**src/rtl/aes_decrypt_sequencer_pkg.sv**
```systemverilog
// Shared AES decrypt definitions: sequencer states, round/timeout defaults and
// the inverse-cipher op ordering used by the sequencer, round stages and output mux.
package aes_decrypt_sequencer_pkg;

    localparam int unsigned AES_NR      = 10;
    localparam int unsigned AES_TIMEOUT = 255;
    localparam int unsigned AES_BLOCK_W = 128;
    localparam int unsigned AES_RND_W   = 4;

    typedef logic [AES_BLOCK_W-1:0] aes_block_t;

    typedef enum logic [2:0] {
        IDLE,
        ADD,
        SHIFT,
        SUB,
        MIX,
        FIN
    } seq_state_t;

    // Successor of an op state; rnd is the round count held while in that op.
    function automatic seq_state_t next_op(input seq_state_t op,
                                           input logic [AES_RND_W-1:0] rnd,
                                           input logic [AES_RND_W-1:0] nr);
        case (op)
            ADD:     return (rnd == '0) ? SHIFT : ((rnd < nr) ? MIX : FIN);
            SHIFT:   return SUB;
            SUB:     return ADD;
            MIX:     return SHIFT;
            default: return IDLE;
        endcase
    endfunction

endpackage

```
**src/rtl/aes_decrypt_sequencer_if.sv**
```systemverilog
// Request/result and round-stage handshake bundle of the AES decrypt sequencer.
interface aes_decrypt_sequencer_if;
    import aes_decrypt_sequencer_pkg::*;

    logic                 Start;
    aes_block_t           CipherText;
    logic                 Ry;
    aes_block_t           Text;
    aes_block_t           StateText;
    logic                 AddEn;
    logic                 ShiftEn;
    logic                 SubEn;
    logic                 MixEn;
    logic [AES_RND_W-1:0] RoundKeySel;
    aes_block_t           PlainText;
    logic                 Busy;
    logic                 Done;
    logic                 Err;

    modport master (
        output Start, CipherText, Ry, Text,
        input  StateText, AddEn, ShiftEn, SubEn, MixEn, RoundKeySel,
        input  PlainText, Busy, Done, Err
    );

    modport slave (
        input  Start, CipherText, Ry, Text,
        output StateText, AddEn, ShiftEn, SubEn, MixEn, RoundKeySel,
        output PlainText, Busy, Done, Err
    );

endinterface

```
**src/rtl/aes_stage_watchdog.sv**
```systemverilog
// Stage-ready watchdog: reloaded by an enable pulse, counts down while the
// sequencer waits for Ry, flags expiry on the last permitted waiting cycle.
module aes_stage_watchdog
    import aes_decrypt_sequencer_pkg::*;
#(
    parameter int unsigned TIMEOUT = AES_TIMEOUT
) (
    input  logic clk,
    input  logic rst_n,
    input  logic load,
    input  logic run,
    output logic expire
);

    localparam int unsigned CW = $clog2(TIMEOUT + 1);

    logic [CW-1:0] count;

    always_ff @(posedge clk) begin
        if (!rst_n) begin
            count <= '0;
        end else if (load) begin
            count <= CW'(TIMEOUT);
        end else if (!run) begin
            count <= '0;
        end else if (count != '0) begin
            count <= count - CW'(1);
        end
    end

    assign expire = run && (count == CW'(1));

endmodule

```
**src/rtl/aes_decrypt_sequencer.sv**
```systemverilog
// AES-128 inverse-cipher sequencer: walks the round stages in decrypt order,
// pulsing one stage enable per op and latching each stage result on Ry.
module aes_decrypt_sequencer
    import aes_decrypt_sequencer_pkg::*;
#(
    parameter int unsigned NR      = AES_NR,
    parameter int unsigned TIMEOUT = AES_TIMEOUT
) (
    input logic                    clk,
    input logic                    rst_n,
    aes_decrypt_sequencer_if.slave bus
);

    localparam logic [AES_RND_W-1:0] NR_L = AES_RND_W'(NR);

    seq_state_t           state;
    seq_state_t           succ;
    logic [AES_RND_W-1:0] rnd;
    logic                 pulse;
    logic                 waiting;
    logic                 expire;

    // Ry is only honoured after the enable pulse cycle of the current op.
    assign pulse   = bus.AddEn | bus.ShiftEn | bus.SubEn | bus.MixEn;
    assign waiting = (state inside {ADD, SHIFT, SUB, MIX}) && !pulse;
    assign succ    = next_op(state, rnd, NR_L);

    aes_stage_watchdog #(.TIMEOUT(TIMEOUT)) u_watchdog (
        .clk   (clk),
        .rst_n (rst_n),
        .load  (pulse),
        .run   (waiting),
        .expire(expire)
    );

    always_ff @(posedge clk) begin
        if (!rst_n) begin
            state           <= IDLE;
            rnd             <= '0;
            bus.StateText   <= '0;
            bus.PlainText   <= '0;
            bus.RoundKeySel <= '0;
            bus.AddEn       <= 1'b0;
            bus.ShiftEn     <= 1'b0;
            bus.SubEn       <= 1'b0;
            bus.MixEn       <= 1'b0;
            bus.Busy        <= 1'b0;
            bus.Done        <= 1'b0;
            bus.Err         <= 1'b0;
        end else begin
            bus.AddEn   <= 1'b0;
            bus.ShiftEn <= 1'b0;
            bus.SubEn   <= 1'b0;
            bus.MixEn   <= 1'b0;
            bus.Done    <= 1'b0;
            case (state)
                IDLE: begin
                    if (bus.Start) begin
                        state           <= ADD;
                        rnd             <= '0;
                        bus.StateText   <= bus.CipherText;
                        bus.RoundKeySel <= NR_L;
                        bus.AddEn       <= 1'b1;
                        bus.Busy        <= 1'b1;
                        bus.Err         <= 1'b0;
                    end
                end
                ADD, SHIFT, SUB, MIX: begin
                    if (waiting && bus.Ry) begin
                        bus.StateText <= bus.Text;
                        state         <= succ;
                        bus.AddEn     <= (succ == ADD);
                        bus.ShiftEn   <= (succ == SHIFT);
                        bus.SubEn     <= (succ == SUB);
                        bus.MixEn     <= (succ == MIX);
                        // ADD is only ever entered from SUB, where rnd already names this round.
                        if (succ == ADD) begin
                            bus.RoundKeySel <= NR_L - rnd;
                        end
                        if (state == MIX || (state == ADD && rnd == '0)) begin
                            rnd <= rnd + AES_RND_W'(1);
                        end
                    end else if (expire) begin
                        state    <= IDLE;
                        bus.Busy <= 1'b0;
                        bus.Err  <= 1'b1;
                    end
                end
                FIN: begin
                    bus.PlainText <= bus.StateText;
                    bus.Done      <= 1'b1;
                    bus.Busy      <= 1'b0;
                    state         <= IDLE;
                end
                default: state <= IDLE;
            endcase
        end
    end

endmodule

```
**src/flat_wrapper.sv**
```systemverilog
// flat-port wrapper written by rule: the top's interface ports become plain ports
module aes_decrypt_sequencer_flat import aes_decrypt_sequencer_pkg::*;
#(
    parameter int unsigned NR      = AES_NR,
    parameter int unsigned TIMEOUT = AES_TIMEOUT
)
  (clk, rst_n, bus_Start, bus_CipherText, bus_Ry, bus_Text, bus_StateText, bus_AddEn, bus_ShiftEn, bus_SubEn, bus_MixEn, bus_RoundKeySel, bus_PlainText, bus_Busy, bus_Done, bus_Err);
  aes_decrypt_sequencer_if bus_i ();
  input logic clk;
  input logic rst_n;
  input wire logic [$bits(bus_i.Start)-1:0] bus_Start;
  input wire logic [$bits(bus_i.CipherText)-1:0] bus_CipherText;
  input wire logic [$bits(bus_i.Ry)-1:0] bus_Ry;
  input wire logic [$bits(bus_i.Text)-1:0] bus_Text;
  output wire logic [$bits(bus_i.StateText)-1:0] bus_StateText;
  output wire logic [$bits(bus_i.AddEn)-1:0] bus_AddEn;
  output wire logic [$bits(bus_i.ShiftEn)-1:0] bus_ShiftEn;
  output wire logic [$bits(bus_i.SubEn)-1:0] bus_SubEn;
  output wire logic [$bits(bus_i.MixEn)-1:0] bus_MixEn;
  output wire logic [$bits(bus_i.RoundKeySel)-1:0] bus_RoundKeySel;
  output wire logic [$bits(bus_i.PlainText)-1:0] bus_PlainText;
  output wire logic [$bits(bus_i.Busy)-1:0] bus_Busy;
  output wire logic [$bits(bus_i.Done)-1:0] bus_Done;
  output wire logic [$bits(bus_i.Err)-1:0] bus_Err;
  assign bus_i.Start = bus_Start;
  assign bus_i.CipherText = bus_CipherText;
  assign bus_i.Ry = bus_Ry;
  assign bus_i.Text = bus_Text;
  assign bus_StateText = bus_i.StateText;
  assign bus_AddEn = bus_i.AddEn;
  assign bus_ShiftEn = bus_i.ShiftEn;
  assign bus_SubEn = bus_i.SubEn;
  assign bus_MixEn = bus_i.MixEn;
  assign bus_RoundKeySel = bus_i.RoundKeySel;
  assign bus_PlainText = bus_i.PlainText;
  assign bus_Busy = bus_i.Busy;
  assign bus_Done = bus_i.Done;
  assign bus_Err = bus_i.Err;
  aes_decrypt_sequencer #(.NR(NR), .TIMEOUT(TIMEOUT)) u_core (.clk(clk), .rst_n(rst_n), .bus(bus_i));
endmodule
```
**config.mk**
```make
export PLATFORM = sky130hd
export DESIGN_NAME = aes_decrypt_sequencer_flat
export DESIGN_NICKNAME = d
export VERILOG_FILES = /design/src/rtl/aes_decrypt_sequencer_pkg.sv /design/src/rtl/aes_decrypt_sequencer_if.sv /design/src/rtl/aes_stage_watchdog.sv /design/src/rtl/aes_decrypt_sequencer.sv /design/src/flat_wrapper.sv
export SDC_FILE = /design/constraint.sdc
export NUM_CORES = 1
export LEC_CHECK = 0
export BUFFER_PORTS_ARGS = -buffer_cell sky130_fd_sc_hd__buf_2
export CORE_ASPECT_RATIO = 0.6
export CORE_MARGIN = 10
export CORE_UTILIZATION = 35
export DETAILED_ROUTE_END_ITERATION = 7
export GPL_TIMING_DRIVEN = 0
export RECOVER_POWER = 100
export SLEW_MARGIN = 10
export SYNTH_ARGS = -nofsm -noshare
export SYNTH_HDL_FRONTEND = slang
export SYNTH_SLANG_ARGS = --single-unit
```
**constraint.sdc**
```tcl
create_clock -name clk -period 3.6 [get_ports clk]
set_input_delay 0.72 -clock clk [delete_from_list [all_inputs] [get_ports clk]]
set_output_delay 0.72 -clock clk [all_outputs]
set_load 0.03 [all_outputs]
```
# Word level (Yosys, flattened, before mapping)
# Cells that the tools add are included.
totals:
  regBits: 282
  latchBits: 0
  ramBits: 0
  mem_bits_ro: 0
  inputBits: 260
  output_inout_bits: 267
  n_memories: 0
classes:
  add_sub_neg: 3
  mul: 0
  div_mod_pow: 0
  order_cmp: 1
  n_eq_ne: 18
  shifts: 0
  mux: 33
  bitwise_logic: 3
  reduce_logical: 20
ops:
  columns: ["cell", "count"]
  rows:
  - ["$mux W128", 2]
  - ["$pmux W128 S2", 1]
  - ["$mux W4", 6]
  - ["$mux W8", 3]
  - ["$pmux W4 S2", 2]
  - ["$reduce_and A4 Y1", 4]
  - ["$eq A3 B2 Y1 const B", 4]
  - ["$mux W3", 4]
  - ["$pmux W3 S4", 1]
  - ["$mux W1", 10]
  - ["$eq A3 B3 Y1 const B", 3]
  - ["$eq A8 B1 Y1 const B", 1]
  - ["$ne A2 B1 Y1 const B", 4]
  - ["$reduce_bool A8 Y1", 1]
  - ["$sub A8 B1 Y8 const B", 1]
  - ["$eq A3 B1 Y1 const B", 2]
  - ["$ne A3 B1 Y1 const B", 2]
  - ["$pmux W3 S2", 1]
  - ["$reduce_and A3 Y1", 2]
  - ["$add A4 B1 Y4 const B", 1]
  - ["$logic_and A1 B1 Y1", 4]
  - ["$logic_not A4 Y1", 1]
  - ["$lt A4 B4 Y1 const B", 1]
  - ["$ne A2 B2 Y1 const B", 2]
  - ["other kinds (12)", 15]

# Logic depth before layout (Yosys ltp)
logic_depth:
  ltp_word: 9
  ltp_mapped: 8

# Hierarchy
# Synthesis repeated with hierarchy kept, for this count alone.
hier_totals:
  cells_unflattened: 1602
  hier_area_um2: 13359.1
modules_own_cells:
  columns: ["mod", "instances", "cells_each", "area_per_inst_um2"]
  rows:
  - ["aes_decrypt_sequencer", 1, 1551, 12902.4]
  - ["aes_stage_watchdog", 1, 51, 456.7]

# Worst setup path after synthesis
# OpenSTA, ideal clock, no wires.
synth_path:
  path_kind: "input-to-reg"
  start: "input rst_n"
  end: "register u_core.bus.AddEn"
  setup_time_ps: 132
  arrival_ps: 1903
  setup_slack_ps: 1565
  stages: 6
  path_cell_list: "clkbuf_1 > inv_1 > clkbuf_1 > clkbuf_1 > clkbuf_1 > nor2_1"
synth_rtl:
  columns: ["element", "line_no", "source"]
  rows:
  - ["start: declaration", "flat_wrapper.sv:10", "input logic rst_n;"]
  - ["end signal: assignment", "aes_decrypt_sequencer.sv:72", "bus.AddEn <= (succ == ADD);"]
  - ["end: declaration", "aes_decrypt_sequencer_if.sv:28", "output StateText, AddEn, ShiftEn, SubEn, MixEn, RoundKeySel,"]
# No word-level cell between the ends.

# Final worst setup path
layout_path:
  start: "register u_core.state[0]"
  end: "register u_core.bus.PlainText[71]"
layout_between:
  elab_chain_cells: 1
layout_lines:
  columns: ["element", "line_no", "source"]
  rows:
  - ["start: declaration", "aes_decrypt_sequencer.sv:16", "seq_state_t state;"]
  - ["start signal: assignment", "aes_decrypt_sequencer.sv:71", "state <= succ;"]
  - ["$eq A3 B3 Y1", "aes_decrypt_sequencer.sv:56", "case (state)"]
  - ["end signal: assignment", "aes_decrypt_sequencer.sv:90", "bus.PlainText <= bus.StateText;"]
  - ["end: declaration", "aes_decrypt_sequencer_if.sv:29", "output PlainText, Busy, Done, Err"]
# No other way between the ends.
# A chain may end at the register's enable or synchronous reset.

==> results.md <==
* Number of rows created at floorplan at 54
* Final critical path time including I/O delays and setup at roughly 3.0 ns
* Xor and xnor fraction of the mapped netlist area at 0.00269
* Clock buffer count from CTS at 30
* Count of cell instances traversed by the critical path at 7
* Share of layout cells above drive strength 1 at 0.200
* Congestion Overflow GR at 0
* Top-count cell post-synth: sky130_fd_sc_hd__dfxtp_1
* Placer congestion estimate at 0.864
* Area contributors post-synth: sky130_fd_sc_hd__dfxtp_1 (43%), sky130_fd_sc_hd__a21oi_1 (11%), sky130_fd_sc_hd__mux2_2 (9.3%), sky130_fd_sc_hd__nand2_1 (7.7%), sky130_fd_sc_hd__and2_1 (6.2%)
* Largest net degree at the start of global routing at 15
* Layout Area Growth over Synthesis at 28.9%
* Number of antenna violations at the first check in global routing at 8
* Fraction of registers with async set or reset after synthesis at 0
* Vias/cell at slightly above 5
* Via count at 13924
* Startpoint of the most critical register-to-register path: u_core.state[0]
* Quantity of gates resized following cts at 0
* Pins over their slew limit at 0
* CP delay by family, top: buffers and inverters
* Top-level I/O count at 527
* H-tree depth at 1
* Initial core utilization at 0.356
* Worst Hold Slack at 0.452 ns
* Number of filler cells placed in the layout at 3861
* Share of synthesized cell area in full adder, half adder and majority cells at 0.00480
* Post-synthesis compound-gate area fraction at 0.170
* Setup repair after global routing missed its margin: false
* Horiz. Die Dim at 269 um
* Arrival @ worst endpoint at between 3 and 4 ns
* Top cell type's share of synthesized area at 0.433
* Number of hold-repair buffers added at the cts stage at 0
* Die Footprint at roughly 46000 um2
* Met2 Routed Length at 25400 um
* Cell area after technology mapping at between 10000 and 15000 um2
* Max-slew headroom at 0.193
* Element type at the critical path start: flip-flop
* Distinct cell type count of the synthesized netlist at between 50 and 60
* R2R Path End: u_core.bus.PlainText[71]
* Maximum root-to-sink buffer count at 3
* Endpoint class of the critical path: flip-flop
* Setup-violating endpoint count in the final report at 0
* Routed length on met1 at 23600 um
* Avg Cell Area, Syn at approximately 8.1 um2
* CP cell instances: clkbuf_1 > nor2b_1 > and2_0 > clkbuf_1 > clkbuf_1 > nand2_1 > a21oi_1
* CTS clk-pin slew, worst paths at about 0.06 ns
* Clock tree skew after final layout at 0.0124 ns
* Capture point of the critical path: u_core.bus.PlainText[71]
* Antenna violation net count after detailed routing at 0
* Sink Count at 282
* Count of buffering cells on the critical path with inverters included at 3
* Final sum of negative setup slack at 0 ns
* Total length of routed met3 wires at 5090 um
* Total iterations of the first detailed-routing run at 5
* Leak pwr at 6.44 nW
* Worst Path Required at 4.09 ns
* Area leader, netlist: sky130_fd_sc_hd__dfxtp_1
* Multiplexer fraction of the synthesized cell area at 0.114
* Die Span Y at around 170 um
* Global-route wire length before repair at 81400 um
* Gate count of the mapped netlist at 1600
* R2r worst-path depth at 7
* Worst setup slack for register-to-register paths at 0.61 ns
* CTS Root Buffer Type: sky130_fd_sc_hd__clkbuf_16
* DP Wirelength at 43300 um
* Fin. Hold Viols at 0
* Least-Margin Pin Slew at between 1 and 1.5 ns
* Flops & latches, synth at 282
* Max Cap Violations at 0
* Number of nets in the synthesized netlist at 1865
* CTS tree: built
* PnR worst setup slack at 0.613 ns
* Final layout net count at about 2400
* Class of the worst hold path: flip-flop to flip-flop
* CP max FO at 10
* Cell area power density at 578 nW/um2
* Achievable Freq at 0.335 GHz
* Syn. warnings at 0
* Slowest library cell on the worst path: sky130_fd_sc_hd__clkbuf_1
* Type of the setup path with the least slack: flip-flop to flip-flop
* Insertion delay of the later-clocked pin in the worst-skew pair at 0.56 ns
* Count of buffers inserted at the top-level ports at 524
* Worst vdd rail ir drop at 0.365 mV
* Post-synthesis share of cell area spent on and, or, nand and nor gates at 0.218
* Setup Buffers After CTS at 0
* Wire per inst at 20.7 um
* Result of the run: completed
* Main combinational cell family by area after synthesis: simple AND/OR/NAND/NOR gates
* Fraction of the yosys area taken by sequential cells at 0.433
* Total wire length after detailed routing at between 50000 and 60000 um
* Part of the cycle the worst path needs at 0.830
* DR top layer: met5
* Library cell appearing most often on the critical path: sky130_fd_sc_hd__clkbuf_1
* Maximum single-stage delay on the critical path at between 0.7 and 0.8 ns
* Core outline area at 36600 um2
* Commonest cells in the netlist: sky130_fd_sc_hd__dfxtp_1 (282), sky130_fd_sc_hd__a21oi_1 (274), sky130_fd_sc_hd__nand2_1 (268)
* 1st-iter DRT viols at 1139
* Number of global-route vias before repair at 13374
* CP startpoint: u_core.state[0]
* Count of unresolved DRC violations after routing at 0
* Primary flip-flop cell chosen by synthesis mapping: sky130_fd_sc_hd__dfxtp_1
* Worst setup slack before clock tree synthesis at about 0.24 ns
* EDFF count, synth at 0
* Overall global routing resource usage at 0.229
[worst min-delay path, stage by stage, from the launching register on]
cell	delay (ns)
sky130_fd_sc_hd__dfxtp_1	0.30
sky130_fd_sc_hd__nand2_1	0.05
sky130_fd_sc_hd__a21oi_1	0.05
[where the power goes]
part	switching (mW)	total [mW]	internal [mW]
sequential	0.289	3.74	3.45
clock	1.32	3.06	1.73
combinational	1.91	2.90	0.985
total	3.53	9.70	6.17
[worst min-delay path by stage]
stage                              from                       end  slack [ns]  cells past startpoint
3_3_place_gp   u_core.bus.PlainText[35]  u_core.bus.PlainText[35]        0.44                      2
2_1_floorplan             u_core.rnd[3]             u_core.rnd[3]        0.48                      2
5_1_grt        u_core.bus.PlainText[62]  u_core.bus.PlainText[62]        0.47                      2
3_5_place_dp   u_core.bus.PlainText[62]  u_core.bus.PlainText[62]        0.44                      2
4_1_cts        u_core.bus.PlainText[62]  u_core.bus.PlainText[62]        0.45                      2
6_report       u_core.bus.PlainText[86]  u_core.bus.PlainText[86]        0.45                      2
[cells in the final DEF (no fill, tap or decap), drive strengths merged, types with 2 or more instances in the layout]
cell type and count:
mux2i 4, ha 5, nand2 268, o21ai 133
o21a 2, or4 4, nor4 5, buf 292
nor2b 6, a221oi 2, nor3 7, clkbuf 432
nand4 5, and2 130, nor2 10, a21oi 274
a31oi 2, clkinv 5, diode 2, nand3 135
nand2b 2, mux2 128, nor3b 4, xnor2 2
a211oi 5, clkinvlp 2, xor2 2, inv 7
or3 5, dfxtp 282
[flip-flops by register name, indices dropped and copies added (netlist names), 3 cells and up]
register and count:
u_core.bus.PlainText 128, u_core.bus.RoundKeySel 4, u_core.rnd 4, u_core.bus.StateText 128
u_core.u_watchdog.count 8, u_core.state 3
[final cells by class]
| type | count | area (um2) | share of cell area |
|---|---|---|---|
| clock buffers | 45 | 908 | 0.0541 |
| multi-input cells | 1157 | 6630 | 0.395 |
| well taps | 504 | 631 | 0.0376 |
| plain buffers | 155 | 613 | 0.0365 |
| flip-flops and latches | 282 | 5650 | 0.336 |
| diodes | 2 | 5.00 | 0.000298 |
| repair buffers | 524 | 2290 | 0.136 |
| inverters | 6 | 22.5 | 0.00134 |
| clock inverters | 8 | 48.8 | 0.00291 |
[metal layers]
metal | global-route usage | vias up
met5 | 0 | -
met4 | 0.0608 | 10
met3 | 0.0654 | 94
met2 | 0.367 | 571
met1 | 0.295 | 6640
li1 | - | 6609
[stage by stage]
stage | util | area, um2 | std cells | total power [mW]
after floorplan | - | 13000 | 1600 | 5.77
after global placement | 0.445 | 16300 | 2628 | 6.77
after detailed placement | 0.445 | 16300 | 2628 | 6.83
after CTS | 0.471 | 17200 | 2681 | 9.90
after global routing | 0.459 | 16800 | 2682 | 10.2
final | 0.459 | 16800 | 2683 | 9.70
[cells by family after synthesis]
group / Yosys count
buf+inv: 161
simple gates: 586
fa+ha+maj: 5
xor+xnor: 4
compound gates: 430
flops: 282
mux: 132
(Power assumes the default switching activity.)
